[src/rtl/mem_stage.sv]
// Memory-access stage: single-outstanding req/ack data bus, store lane
// steering, load alignment/extension. Optional MEM_MISALIGN_CHK_EN trap.
module mem_stage #(
    parameter int XLEN = 64
) (
    input  logic            clk,
    input  logic            rst_n,
    input  logic            m_valid_i,
    input  logic [XLEN-1:0] m_alu_result_i,
    input  logic [XLEN-1:0] m_mem_addr_i,
    input  logic            m_mem_wen_i,
    input  logic [XLEN-1:0] m_mem_wdata_temp_i,
    input  logic            m_reg_wen_i,
    input  logic            m_reg_mux_i,
    input  logic [4:0]      m_reg_waddr_i,
    input  logic [2:0]      m_l_mux_i,
    input  logic [2:0]      m_s_mux_i,
    output logic            m_stall_o,
    output logic            m_bus_req_o,
    output logic            m_bus_we_o,
    output logic [XLEN-1:0] m_bus_addr_o,
    output logic [XLEN-1:0] m_bus_wdata_o,
    output logic [7:0]      m_bus_wstrb_o,
    input  logic            m_bus_ack_i,
    input  logic [XLEN-1:0] m_bus_rdata_i,
    output logic            m_wb_valid_o,
    output logic            m_reg_wen_o,
    output logic [4:0]      m_reg_waddr_o,
    output logic [XLEN-1:0] m_reg_wdata_o
`ifdef MEM_MISALIGN_CHK_EN
    ,
    output logic            m_misalign_o
`endif
);

    localparam logic [0:0] S_IDLE = 1'b0;
    localparam logic [0:0] S_BUS  = 1'b1;

    logic [0:0]      state_q, state_d;
    logic            req_q, req_d;
    logic            we_q, we_d;
    logic [XLEN-1:0] addr_q, addr_d;
    logic [XLEN-1:0] wdata_q, wdata_d;
    logic [7:0]      wstrb_q, wstrb_d;
    logic [2:0]      off_q, off_d;
    logic [2:0]      lmux_q, lmux_d;
    logic [4:0]      lat_waddr_q, lat_waddr_d;
    logic            lat_wen_q, lat_wen_d;
    logic            store_q, store_d;
    logic            wbv_q, wbv_d;
    logic            rwen_q, rwen_d;
    logic [4:0]      rwaddr_q, rwaddr_d;
    logic [XLEN-1:0] rwdata_q, rwdata_d;
    logic            mis_q, mis_d;

    logic            mem_op;
    logic            mis_c;
    logic [2:0]      a;
    logic [7:0]      strb_c;
    logic [XLEN-1:0] wdat_c;
    logic [XLEN-1:0] shifted;
    logic [XLEN-1:0] ld_data;

    assign mem_op = m_valid_i & (m_mem_wen_i | m_reg_mux_i);
    assign a      = m_mem_addr_i[2:0];

    always_comb begin
        strb_c = 8'h00;
        wdat_c = '0;
        case (m_s_mux_i)
            3'b000: begin
                strb_c = 8'h01 << a;
                wdat_c = {8{m_mem_wdata_temp_i[7:0]}};
            end
            3'b001: begin
                strb_c = 8'h03 << {a[2:1], 1'b0};
                wdat_c = {4{m_mem_wdata_temp_i[15:0]}};
            end
            3'b010: begin
                strb_c = 8'h0F << {a[2], 2'b00};
                wdat_c = {2{m_mem_wdata_temp_i[31:0]}};
            end
            3'b011: begin
                strb_c = 8'hFF;
                wdat_c = m_mem_wdata_temp_i;
            end
            default: begin
                strb_c = 8'h00;
                wdat_c = '0;
            end
        endcase
    end

`ifdef MEM_MISALIGN_CHK_EN
    // Reserved codes never trap; they fall through as no-op bus accesses.
    always_comb begin
        mis_c = 1'b0;
        if (m_mem_wen_i) begin
            case (m_s_mux_i)
                3'b001:  mis_c = a[0];
                3'b010:  mis_c = |a[1:0];
                3'b011:  mis_c = |a;
                default: mis_c = 1'b0;
            endcase
        end else if (m_l_mux_i != 3'b111) begin
            case (m_l_mux_i[1:0])
                2'b01:   mis_c = a[0];
                2'b10:   mis_c = |a[1:0];
                2'b11:   mis_c = |a;
                default: mis_c = 1'b0;
            endcase
        end
    end
`else
    assign mis_c = 1'b0;
`endif

    assign shifted = m_bus_rdata_i >> {off_q, 3'b000};

    always_comb begin
        ld_data = '0;
        case (lmux_q)
            3'b000:  ld_data = {{56{shifted[7]}}, shifted[7:0]};
            3'b001:  ld_data = {{48{shifted[15]}}, shifted[15:0]};
            3'b010:  ld_data = {{32{shifted[31]}}, shifted[31:0]};
            3'b011:  ld_data = shifted;
            3'b100:  ld_data = {56'd0, shifted[7:0]};
            3'b101:  ld_data = {48'd0, shifted[15:0]};
            3'b110:  ld_data = {32'd0, shifted[31:0]};
            default: ld_data = '0;
        endcase
    end

    assign m_stall_o = mem_op
                     & ~((state_q == S_BUS) & m_bus_ack_i)
                     & ~((state_q == S_IDLE) & mis_c);

    always_comb begin
        state_d     = state_q;
        req_d       = req_q;
        we_d        = we_q;
        addr_d      = addr_q;
        wdata_d     = wdata_q;
        wstrb_d     = wstrb_q;
        off_d       = off_q;
        lmux_d      = lmux_q;
        lat_waddr_d = lat_waddr_q;
        lat_wen_d   = lat_wen_q;
        store_d     = store_q;
        wbv_d       = 1'b0;
        rwen_d      = 1'b0;
        rwaddr_d    = rwaddr_q;
        rwdata_d    = rwdata_q;
        mis_d       = 1'b0;
        case (state_q)
            S_IDLE: begin
                if (mem_op && !mis_c) begin
                    state_d     = S_BUS;
                    req_d       = 1'b1;
                    we_d        = m_mem_wen_i;
                    addr_d      = {m_mem_addr_i[XLEN-1:3], 3'b000};
                    wdata_d     = m_mem_wen_i ? wdat_c : '0;
                    wstrb_d     = m_mem_wen_i ? strb_c : 8'h00;
                    off_d       = a;
                    lmux_d      = m_l_mux_i;
                    lat_waddr_d = m_reg_waddr_i;
                    lat_wen_d   = m_reg_wen_i;
                    store_d     = m_mem_wen_i;
                end else if (mem_op) begin
                    wbv_d    = 1'b1;
                    mis_d    = 1'b1;
                    rwaddr_d = m_reg_waddr_i;
                    rwdata_d = '0;
                end else if (m_valid_i) begin
                    wbv_d    = 1'b1;
                    rwen_d   = m_reg_wen_i;
                    rwaddr_d = m_reg_waddr_i;
                    rwdata_d = m_alu_result_i;
                end
            end
            default: begin
                if (m_bus_ack_i) begin
                    state_d  = S_IDLE;
                    req_d    = 1'b0;
                    we_d     = 1'b0;
                    wstrb_d  = 8'h00;
                    wbv_d    = 1'b1;
                    rwen_d   = lat_wen_q & ~store_q;
                    rwaddr_d = lat_waddr_q;
                    rwdata_d = store_q ? '0 : ld_data;
                end
            end
        endcase
    end

    always_ff @(posedge clk) begin
        if (!rst_n) begin
            state_q     <= S_IDLE;
            req_q       <= 1'b0;
            we_q        <= 1'b0;
            addr_q      <= '0;
            wdata_q     <= '0;
            wstrb_q     <= 8'h00;
            off_q       <= 3'd0;
            lmux_q      <= 3'd0;
            lat_waddr_q <= 5'd0;
            lat_wen_q   <= 1'b0;
            store_q     <= 1'b0;
            wbv_q       <= 1'b0;
            rwen_q      <= 1'b0;
            rwaddr_q    <= 5'd0;
            rwdata_q    <= '0;
            mis_q       <= 1'b0;
        end else begin
            state_q     <= state_d;
            req_q       <= req_d;
            we_q        <= we_d;
            addr_q      <= addr_d;
            wdata_q     <= wdata_d;
            wstrb_q     <= wstrb_d;
            off_q       <= off_d;
            lmux_q      <= lmux_d;
            lat_waddr_q <= lat_waddr_d;
            lat_wen_q   <= lat_wen_d;
            store_q     <= store_d;
            wbv_q       <= wbv_d;
            rwen_q      <= rwen_d;
            rwaddr_q    <= rwaddr_d;
            rwdata_q    <= rwdata_d;
            mis_q       <= mis_d;
        end
    end

    assign m_bus_req_o   = req_q;
    assign m_bus_we_o    = we_q;
    assign m_bus_addr_o  = addr_q;
    assign m_bus_wdata_o = wdata_q;
    assign m_bus_wstrb_o = wstrb_q;
    assign m_wb_valid_o  = wbv_q;
    assign m_reg_wen_o   = rwen_q;
    assign m_reg_waddr_o = rwaddr_q;
    assign m_reg_wdata_o = rwdata_q;
`ifdef MEM_MISALIGN_CHK_EN
    assign m_misalign_o  = mis_q;
`else
    logic unused_mis;
    assign unused_mis = mis_q;
`endif

endmodule

[config.mk]
export PLATFORM = sky130hd
export DESIGN_NAME = mem_stage
export DESIGN_NICKNAME = d
export VERILOG_FILES = /design/src/rtl/mem_stage.sv
export SDC_FILE = /design/constraint.sdc
export NUM_CORES = 1
export LEC_CHECK = 0
export CAP_MARGIN = 20
export CORE_AREA = 10 10 179 181
export CTS_BUF_LIST = sky130_fd_sc_hd__clkbuf_16
export DETAILED_ROUTE_END_ITERATION = 12
export DIE_AREA = 0 0 189 191
export HOLD_SLACK_MARGIN = 0.05
export PLACE_DENSITY = 0.77
export SLEW_MARGIN = 10
export SYNTH_ARGS = -nofsm -noshare
export SYNTH_HDL_FRONTEND = slang
export SYNTH_SLANG_ARGS = --single-unit
export TNS_END_PERCENT = 20
[constraint.sdc]
create_clock -name clk -period 2.5 [get_ports clk]
set_clock_uncertainty 0.1 [all_clocks]
set_input_delay 0.5 -clock clk [delete_from_list [all_inputs] [get_ports clk]]
set_output_delay 0.5 -clock clk [all_outputs]
set_load 0.005 [all_outputs]
Yosys cells after proc, flatten, opt, wreduce, memory -nomap -nowiden
Index checks and enable logic that the tools add are counted.
Cells by class
  bitwise logic cells: 8
  mux-type cells: 33
  eq/ne operators: 11
  reduce and logical (&&, ||, !) cells: 7
  shifts and indexed selects: 4
Operators by type and width (count)
  $pmux W64 S7: 1
  $mux W64: 6
  $pmux W64 S4: 1
  $shr A64 B6 Y64: 1
  $mux W8: 4
  $pmux W8 S4: 1
  $mux W5: 4
  $mux W1: 16
  $eq A3 B2 Y1 const B: 4
  $eq A3 B3 Y1 const B: 3
  $shl A1 B3 Y8 const A: 1
  $shl A2 B3 Y8 const A: 1
  $shl A4 B3 Y8 const A: 1
  $eq A3 B1 Y1 const B: 2
  $logic_not A3 Y1: 2
  $and A1 B1 Y1: 4
  $ne A2 B2 Y1 const B: 2
  $reduce_and A2 Y1: 2
  $reduce_bool A2 Y1: 2
  $not A1 Y1: 3
  $reduce_and A3 Y1: 1
  $or A1 B1 Y1: 1
Storage, ports and cells
  bits in registers: 220
  input port bits: 274
  output and inout bits: 210
  logic and storage cells: 78

Longest topological paths before layout
Gate-level depths: netlist of the first run.
  depth in word-level cells: 5
  gate-level depth with buffers: 9
  mapped depth without buffers: 5

Worst setup path after synthesis of the first run
Ideal clock, no wire load.
  kind: flip-flop to flip-flop
  start: register off_q[1]
  end: register rwdata_q[32], in the netlist m_reg_wdata_o[32]
  period minus slack after synthesis: 1.971 ns
  path buffers: 3
  setup time: 0.123 ns
  stages on the path, launching flop included: 9
  path slack: 0.529 ns
  arrival time: 1.748 ns
  required time: 2.277 ns
  cells stage by stage: dfxtp_1 buf_6 mux2i_2 a22oi_2 and4b_1 buf_6 nor4_4 buf_6 a21oi_2
On the way
  longest elaborated chain between the ends: 5
Ends and longest elaborated chain
  start: declaration: line 45  | logic [2:0] off_q, off_d;
  start signal: assignment: line 204  | off_q <= 3'd0;
  start signal: assignment: line 221  | off_q <= off_d;
  $shr A64 B6 Y64: line 118  | assign shifted = m_bus_rdata_i >> {off_q, 3'b000};
  $pmux W64 S7: line 122  | case (lmux_q)
  $mux W64: line 190  | rwdata_d = store_q ? '0 : ld_data;
  $mux W64: line 182  | if (m_bus_ack_i) begin
  $mux W64: line 155  | case (state_q)
  end signal: assignment: line 229  | rwdata_q <= rwdata_d;
  end: declaration: line 53  | logic [XLEN-1:0] rwdata_q, rwdata_d;
No other way between the ends. The select of a mux whose other input is x is not followed.
A chain may end at the register's enable or synchronous reset.

Worst setup path after layout of the first run
  start: input m_mem_wen_i
  end: output m_stall_o
On the way
  longest elaborated chain between the ends: 3
Ends and longest elaborated chain
  start: declaration: line 11  | input logic m_mem_wen_i,
  $or A1 B1 Y1: line 64  | assign mem_op = m_valid_i & (m_mem_wen_i | m_reg_mux_i);
  $and A1 B1 Y1: line 64
  $and A1 B1 Y1: line 135  | & ~((state_q == S_BUS) & m_bus_ack_i)
  end: declaration: line 18  | output logic m_stall_o,
No other way between the ends.

==> metrics.md, run 1 <==
| Metric | Value |
|---|---|
| DR vias/cell | `5.50` |
| Layout Cells excl Fill | `2245` |
| Wirelength per Cell | `between 20 and 25 um` |
| Syn_area_per_cell | `8.59 um^2` |
| DRT iter0 DRCs | `1022` |
| # setup viols final | `0` |
| Crit-path max FO | `2` |
| Synth top area share | `0.380` |
| Critical path launch point type | `input port` |
| Seq cells post-synth | `220` |
| Worst EP required | `1.90 ns` |
| Initial Utilization | `0.407` |
| GRT Resource Usage Total | `0.265` |
| Max-cap violations | `0` |
| Routing usage on met1 | `0.310` |
| Placed inst area | `around 0.017 mm^2` |
| Area contributors post-synth | `dfxtp_1, mux2i_1, nand2_1, a21boi_0, nor2b_1` |
| Number of setup buffers added after CTS | `0` |
| Worst path cell trace | `clkdlybuf4s50_1, nor2_1, nor2b_1, and2_1, dlygate4sd2_1` |
| Commonest cells in the netlist | `nand2_1, dfxtp_1, mux2i_1` |
| CP max stage delay | `0.48 ns` |
| Clk Latency, worst-skew pair | `0.55 ns` |
| Share of layout cells above drive strength 1 | `0.113` |
| Met2 Usage GRT | `0.430` |
| Worst path arrival time | `around 1.7 ns` |
| Number of global-route vias before repair | `12473` |
| Final ANT Viol Nets | `0` |
| Final Util | `0.633` |
| Fmax | `437 MHz` |
| Die height | `around 190 um` |
| Ys flop type | `dfxtp_1` |
| Ports | `just under 500` |
| Fraction of registers with async set/reset | `0` |
| RSZ-0062 raised after global routing | `false` |
| Dpl cells | `2191` |
| Global routing usage on met3 | `0.0825` |
| Initial antenna violation count | `10` |
| P_leak | `6.65 nW` |
| Hold WC Path Type | `register to register` |
| Run status | `finished, final reports clean` |
| Clock buffer depth | `3` |
| Fill count | `2375` |
| Htree depth | `1` |
| Clock root buffer master | `clkbuf_16` |
| Power Dens Cells | `~540 mW/mm^2` |
| Synthesized area | `0.0116 mm^2` |
| Dpl ws | `-0.0738 ns` |
| Gr busiest metal | `met2` |
| DRC Markers | `0` |
| Worst setup EP type | `output port` |
| Core Box Area | `0.0285 mm^2` |
| DP HPWL | `39.7 mm` |
| Crit Path Class | `input port to output port` |
| Area Overhead vs Synth | `55.5%` |
| Final WL | `50.9 mm` |
| Final Critical Period | `about 2.3 ns` |
| Row Count | `62` |
| DIE AREA | `0.0361 mm^2` |
| Slew headroom | `0.575` |
| First-pass GRT wire length | `75.4 mm` |
| FF-to-FF path depth | `7` |
| Largest net degree at the start of global routing | `54` |
| Clk slew on worst S/H paths | `around 0.050 ns` |
| CTS tree | `yes` |
| Netlist cell types | `just over 50` |
| Number of flops mapped to enable cells by yosys | `0` |
| CP max-delay cell | `clkdlybuf4s50_1` |
| Hold Violations, Final | `0` |
| Hold path depth | `2` |
| DIE WIDTH | `approximately 190 um` |
| Sink Count | `220` |
| Cells after Synth | `1349` |
| Period utilization | `0.915` |
| Count of final max-slew check failures | `0` |
| VDD IR max | `0.486 mV` |
| Final nets | `2109` |
| Register area share after synthesis | `0.380` |
| Final RePlAce weighted congestion | `0.924` |
| Total number of vias | `12341` |
| CTS Buf Count | `26` |
| Worst-margin pin slew | `0.638 ns` |
| Area leader, netlist | `dfxtp_1` |
| First drt pass iteration count | `5` |
| GRT overflow | `0` |
| Cell with the most instances after synthesis | `nand2_1` |
| Port Buf Inserts | `480` |
| Post-route cell area | `approximately 0.018 mm^2` |
| Setup WS post-layout | `0.212 ns` |
| Synth warn | `0` |
[metrics by stage]
stage	hold slack [ns]	power [W]	setup TNS, ns
finish	0.359	0.00968	0
global route	0.385	0.0101	0
global placement	0.348	0.00627	-0.0604
CTS	0.363	0.00972	0
detailed placement	0.356	0.00630	-0.760
floorplan	0.339	0.00493	0
[flip-flops by register name, summed over array words and instances, names as in the netlist, 3 cells and up]
signal         flops
m_bus_addr_o      61
m_bus_wstrb_o      8
lmux_q             3
m_reg_wdata_o     64
lat_waddr_q        5
off_q              3
m_bus_wdata_o     64
m_reg_waddr_o      5
[power by group]
part / leakage (nW) / switching, W / internal, W
sequential: 1.80 / 0.000132 / 0.00371
combinational: 4.45 / 0.00112 / 0.00129
clock: 0.398 / 0.00154 / 0.00188
total: 6.65 / 0.00280 / 0.00689
[kinds of logic (layout without fill, tap and decap cells)]
family          count (synthesis)  in the layout  share of synthesized area
buf+inv                       126            626                     0.0526
compound gates                442            442                      0.259
simple gates                  424            424                      0.179
other cells                     1             13                   0.000324
mux                           136            136                      0.129
flops                         220            220                      0.380
[critical path, delay by kind of cell]
| family | cells | cell delay, ns |
|---|---|---|
| buffers and inverters | 2 | 0.80 |
| and+or+nand+nor | 3 | 0.39 |
[worst paths after layout]
kind,from,end,slack (ns)
worst min register to register,m_bus_addr_o[25]$_SDFFE_PN0P_,m_bus_addr_o[25]$_SDFFE_PN0P_,0.36
worst max register to register,off_q[2]$_SDFFE_PN0P_,m_reg_wdata_o[44]$_SDFFE_PN0P_,0.26
worst max-delay path,m_mem_wen_i,m_stall_o,0.21
worst min-delay path,m_bus_addr_o[25]$_SDFFE_PN0P_,m_bus_addr_o[25]$_SDFFE_PN0P_,0.36
[metal layers]
metal | up-vias | share of wire
met5 | - | 0
met4 | 0 | 0.048
met3 | 122 | 0.098
met2 | 626 | 0.47
met1 | 5794 | 0.38
li1 | 5799 | -
[repair_timing]
action / in CTS / in global routing
setup endpoints to repair: 1 / 0
hold buffers: 0 / 0
gates resized for setup: 1 / 0
[cell type report]
class                   count  area (um^2)  area share
diodes                     10         25.0     0.00139
clock buffers              26          651      0.0361
clock inverters            18          103     0.00569
inverters                   3         11.3    0.000625
multi-input cells        1005         6610       0.367
flip-flops and latches    220         4410       0.245
well taps                 384          480      0.0267
repair buffers            579         5730       0.318
[placed cells by master, fill, tap and decap left out, types with 5 or more instances in the layout]
master	count
mux2_2	21
nor2_1	19
and2_1	35
diode_2	10
dfxtp_1	217
nand2b_1	17
nand2_1	228
inv_1	10
clkbuf_16	26
o21ai_0	72
buf_12	16
nor2b_1	88
a21oi_1	88
mux2i_1	106
o211ai_1	7
a21oi_2	30
clkdlybuf4s50_1	476
o22ai_1	14
mux4_2	7
o2bb2ai_1	7
a21o_1	11
clkinv_1	5
nand3b_1	5
a31oi_1	16
buf_4	84
o221ai_1	42
nand3_1	17
a22oi_1	51
a21boi_0	89
o211a_1	6
No activity file was read; power rests on OpenSTA's default activity.
==> run 2: changes to the inputs <==
--- a/config.mk
+++ b/config.mk
@@ -6,12 +6,15 @@
 export NUM_CORES = 1
 export LEC_CHECK = 0
 export CAP_MARGIN = 20
-export CORE_AREA = 10 10 179 181
+export CELL_PAD_IN_SITES_DETAIL_PLACEMENT = 1
+export CELL_PAD_IN_SITES_GLOBAL_PLACEMENT = 1
+export CORE_AREA = 10 10 180 182
 export CTS_BUF_LIST = sky130_fd_sc_hd__clkbuf_16
 export DETAILED_ROUTE_END_ITERATION = 12
-export DIE_AREA = 0 0 189 191
+export DIE_AREA = 0 0 190 192
+export DONT_BUFFER_PORTS = 1
 export HOLD_SLACK_MARGIN = 0.05
-export PLACE_DENSITY = 0.77
+export PLACE_DENSITY_LB_ADDON = 0.1
 export SLEW_MARGIN = 10
 export SYNTH_ARGS = -nofsm -noshare
 export SYNTH_HDL_FRONTEND = slang
==> metrics.md, run 2 (same netlist as run 1, synthesis figures left out) <==
| Metric | Value |
|---|---|
| Total number of vias | `10516 (-15%)` |
| Number of global-route vias before repair | `10892 (-13%)` |
| Ports | `484 (unchanged)` |
| CP max-delay cell | `dfxtp_2` |
| Worst flop-to-flop path endpoint | `m_reg_wdata_o[63]$_SDFFE_PN0P_` |
| Fmax | `442 MHz (+1.1%)` |
| Final nets | `1652 (-22%)` |
| GRT Resource Usage Total | `0.254 (-0.0112)` |
| Count of final max-slew check failures | `0 (unchanged)` |
| Worst setup EP type | `register` |
| Worst-margin pin slew | `1.06 ns (+0.421 ns)` |
| Fill count | `3307 (+39%)` |
| CP max stage delay | `0.49 ns (about the same)` |
| Worst Path Buf+Inv | `1 (-1)` |
| FF-to-FF path depth | `6 (-1)` |
| Crit-path max FO | `32 (+30)` |
| Sink Count | `220 (unchanged)` |
| Final Util | `0.475 (-0.158)` |
| Hold path depth | `2 (unchanged)` |
| Number of setup buffers added after CTS | `0 (unchanged)` |
| Initial Utilization | `0.405 (-0.00221)` |
| Die height | `192 um (+0.52%)` |
| Crit Path Class | `register to register` |
| Area Overhead vs Synth | `17.2%` |
| Period utilization | `0.905 (-0.0102)` |
| VDD IR max | `0.498 mV (+2.3%)` |
| GRT overflow | `0 (unchanged)` |
| DRT iter0 DRCs | `591 (-42%)` |
| # setup viols final | `0 (unchanged)` |
| Slew headroom | `0.292 (-0.283)` |
| Row Count | `62 (unchanged)` |
| Initial antenna violation count | `9 (-1)` |
| Wirelength per Cell | `27.8 um (+23%)` |
| Worst path cell trace | `and2_1, o21ai_0, and4_1, nor4_4, buf_12, a21oi_1` |
| Core Box Area | `0.0286 mm^2 (+0.55%)` |
| First drt pass iteration count | `5 (unchanged)` |
| Worst path arrival time | `2.57 ns (+0.88 ns)` |
| Placed inst area | `0.0119 mm^2 (-31%)` |
| CTS Buf Count | `26 (unchanged)` |
| Final RePlAce weighted congestion | `0.957 (+3.5%)` |
| Hold Violations, Final | `0 (unchanged)` |
| Clk Latency, worst-skew pair | `0.53 ns (-0.02 ns)` |
| Hold WC Path Type | `input port to register` |
| DR vias/cell | `5.88 (+7.0%)` |
| CTS tree | `yes` |
| Critical register-to-register path startpoint | `off_q[0]$_SDFFE_PN0P_` |
| Commonest non-fill, non-tap cell in the layout | `nand2_1` |
| DIE AREA | `0.0365 mm^2 (+1.1%)` |
| First-pass GRT wire length | `72.1 mm (-4.4%)` |
| Final ANT Viol Nets | `0 (unchanged)` |
| Min-Delay Startpoint | `m_alu_result_i[16]` |
| Largest net degree at the start of global routing | `121 (+120%)` |
| Worst EP required | `2.80 ns (+0.90 ns)` |
| RSZ-0062 raised after global routing | `false` |
| DIE WIDTH | `190 um (+0.53%)` |
| Run status | `finished, final reports clean` |
| DRC Markers | `0 (unchanged)` |
| Final WL | `49.8 mm (-2.3%)` |
| Htree depth | `1 (unchanged)` |
| Share of layout cells above drive strength 1 | `0.112 (-0.000609)` |
| Max-cap violations | `0 (unchanged)` |
| Critical path launch point type | `register` |
| DP HPWL | `35.9 mm (-9.5%)` |
| Clk slew on worst S/H paths | `0.06 ns (about the same)` |
| P_leak | `4.90 nW (-26%)` |
| Worst R2R Setup Slack | `0.24 ns (-0.02 ns)` |
| Setup TNS | `0 ns (unchanged)` |
| Power Dens Cells | `665 mW/mm^2 (+24%)` |
| Final Critical Period | `2.26 ns (-0.0255 ns)` |
| Hold Path End | `m_reg_wdata_o[16]$_SDFFE_PN0P_` |
| Port Buf Inserts | `0 (-100%)` |
| Post-route cell area | `0.0136 mm^2 (-25%)` |
| Clock buffer depth | `3 (unchanged)` |
| Cell family with most CP delay | `simple AND/OR/NAND/NOR gates` |
| Clock root buffer master | `clkbuf_16` |
| Most frequent cells in the layout | `nand2_1, dfxtp_1, mux2i_1` |
run 2: worst register-to-register path: cells and delay by family (launching register included):
| kind | cells | cell delay [ns] |
|---|---|---|
| flops | 1 | 0.49 |
| simple gates | 3 | 0.93 |
| compound gates | 2 | 0.34 |
| buf+inv | 1 | 0.27 |
run 2: area by class of cell:
| type | count | area [um^2] | share of cell area |
|---|---|---|---|
| Sequential cell | 220 | 4410 | 0.325 |
| Antenna cell | 6 | 15.0 | 0.00111 |
| Inverter | 3 | 11.3 | 0.000829 |
| Multi-Input combinational cell | 1005 | 6610 | 0.486 |
| Clock inverter | 22 | 165 | 0.0122 |
| Clock buffer | 26 | 651 | 0.0479 |
| Timing Repair Buffer | 122 | 1240 | 0.0916 |
| Tap cell | 384 | 480 | 0.0354 |
run 2: where the power goes:
part	internal (W)	switching [W]	leakage (nW)
Combinational	0.000628	0.000818	2.70
Sequential	0.00371	0.000225	1.80
Clock	0.00210	0.00155	0.408
Total	0.00644	0.00259	4.90
run 2: worst max path at each step:
stage	slack (ns)	cells past startpoint	start	endpoint
after detailed placement	0.30	4	m_mem_wen_i	m_bus_addr_o[39]$_SDFFE_PN0P_
after global routing	0.13	6	off_q[0]$_SDFFE_PN0P_	m_reg_wdata_o[63]$_SDFFE_PN0P_
final	0.24	6	off_q[0]$_SDFFE_PN0P_	m_reg_wdata_o[63]$_SDFFE_PN0P_
after floorplan	0.53	8	off_q[1]$_SDFFE_PN0P_	m_reg_wdata_o[32]$_SDFFE_PN0P_
after global placement	0.36	6	off_q[0]$_SDFFE_PN0P_	m_reg_wdata_o[62]$_SDFFE_PN0P_
after CTS	0.31	6	off_q[0]$_SDFFE_PN0P_	m_reg_wdata_o[62]$_SDFFE_PN0P_
run 2: per-stage QoR:
stage / hold slack [ns] / instances / setup WS (ns) / power [W]
6_report: 0.0692 / 1788 / 0.237 / 0.00903
5_1_grt: 0.0561 / 1786 / 0.133 / 0.00943
3_3_place_gp: 0.351 / 1655 / 0.360 / 0.00528
3_5_place_dp: 0.358 / 1655 / 0.298 / 0.00531
4_1_cts: 0.0502 / 1782 / 0.305 / 0.00911
2_1_floorplan: 0.339 / 1351 / 0.529 / 0.00493
run 2: routing by layer:
layer	routed length [um]	GRT usage	part of all wire	up-vias
met5	38	0	0.00076	-
met4	1570	0.0839	0.032	6
met3	5360	0.105	0.11	92
met2	23600	0.418	0.47	420
met1	19300	0.292	0.39	5137
li1	-	-	-	4861
run 2: timing repair:
item	CTS	global route
resized for setup	0	0
setup endpoints to repair	0	0
hold buffers	79	0
endpoints found under the hold margin	166	0
==> run 3: changes to the inputs <==
--- a/config.mk
+++ b/config.mk
@@ -15,7 +15,7 @@
 export DONT_BUFFER_PORTS = 1
 export HOLD_SLACK_MARGIN = 0.05
 export PLACE_DENSITY_LB_ADDON = 0.1
-export SLEW_MARGIN = 10
+export SLEW_MARGIN = 5
 export SYNTH_ARGS = -nofsm -noshare
 export SYNTH_HDL_FRONTEND = slang
 export SYNTH_SLANG_ARGS = --single-unit
==> results of run 3 <==
Same layout as run 2: the final DEF is identical, and so are final timing and power.
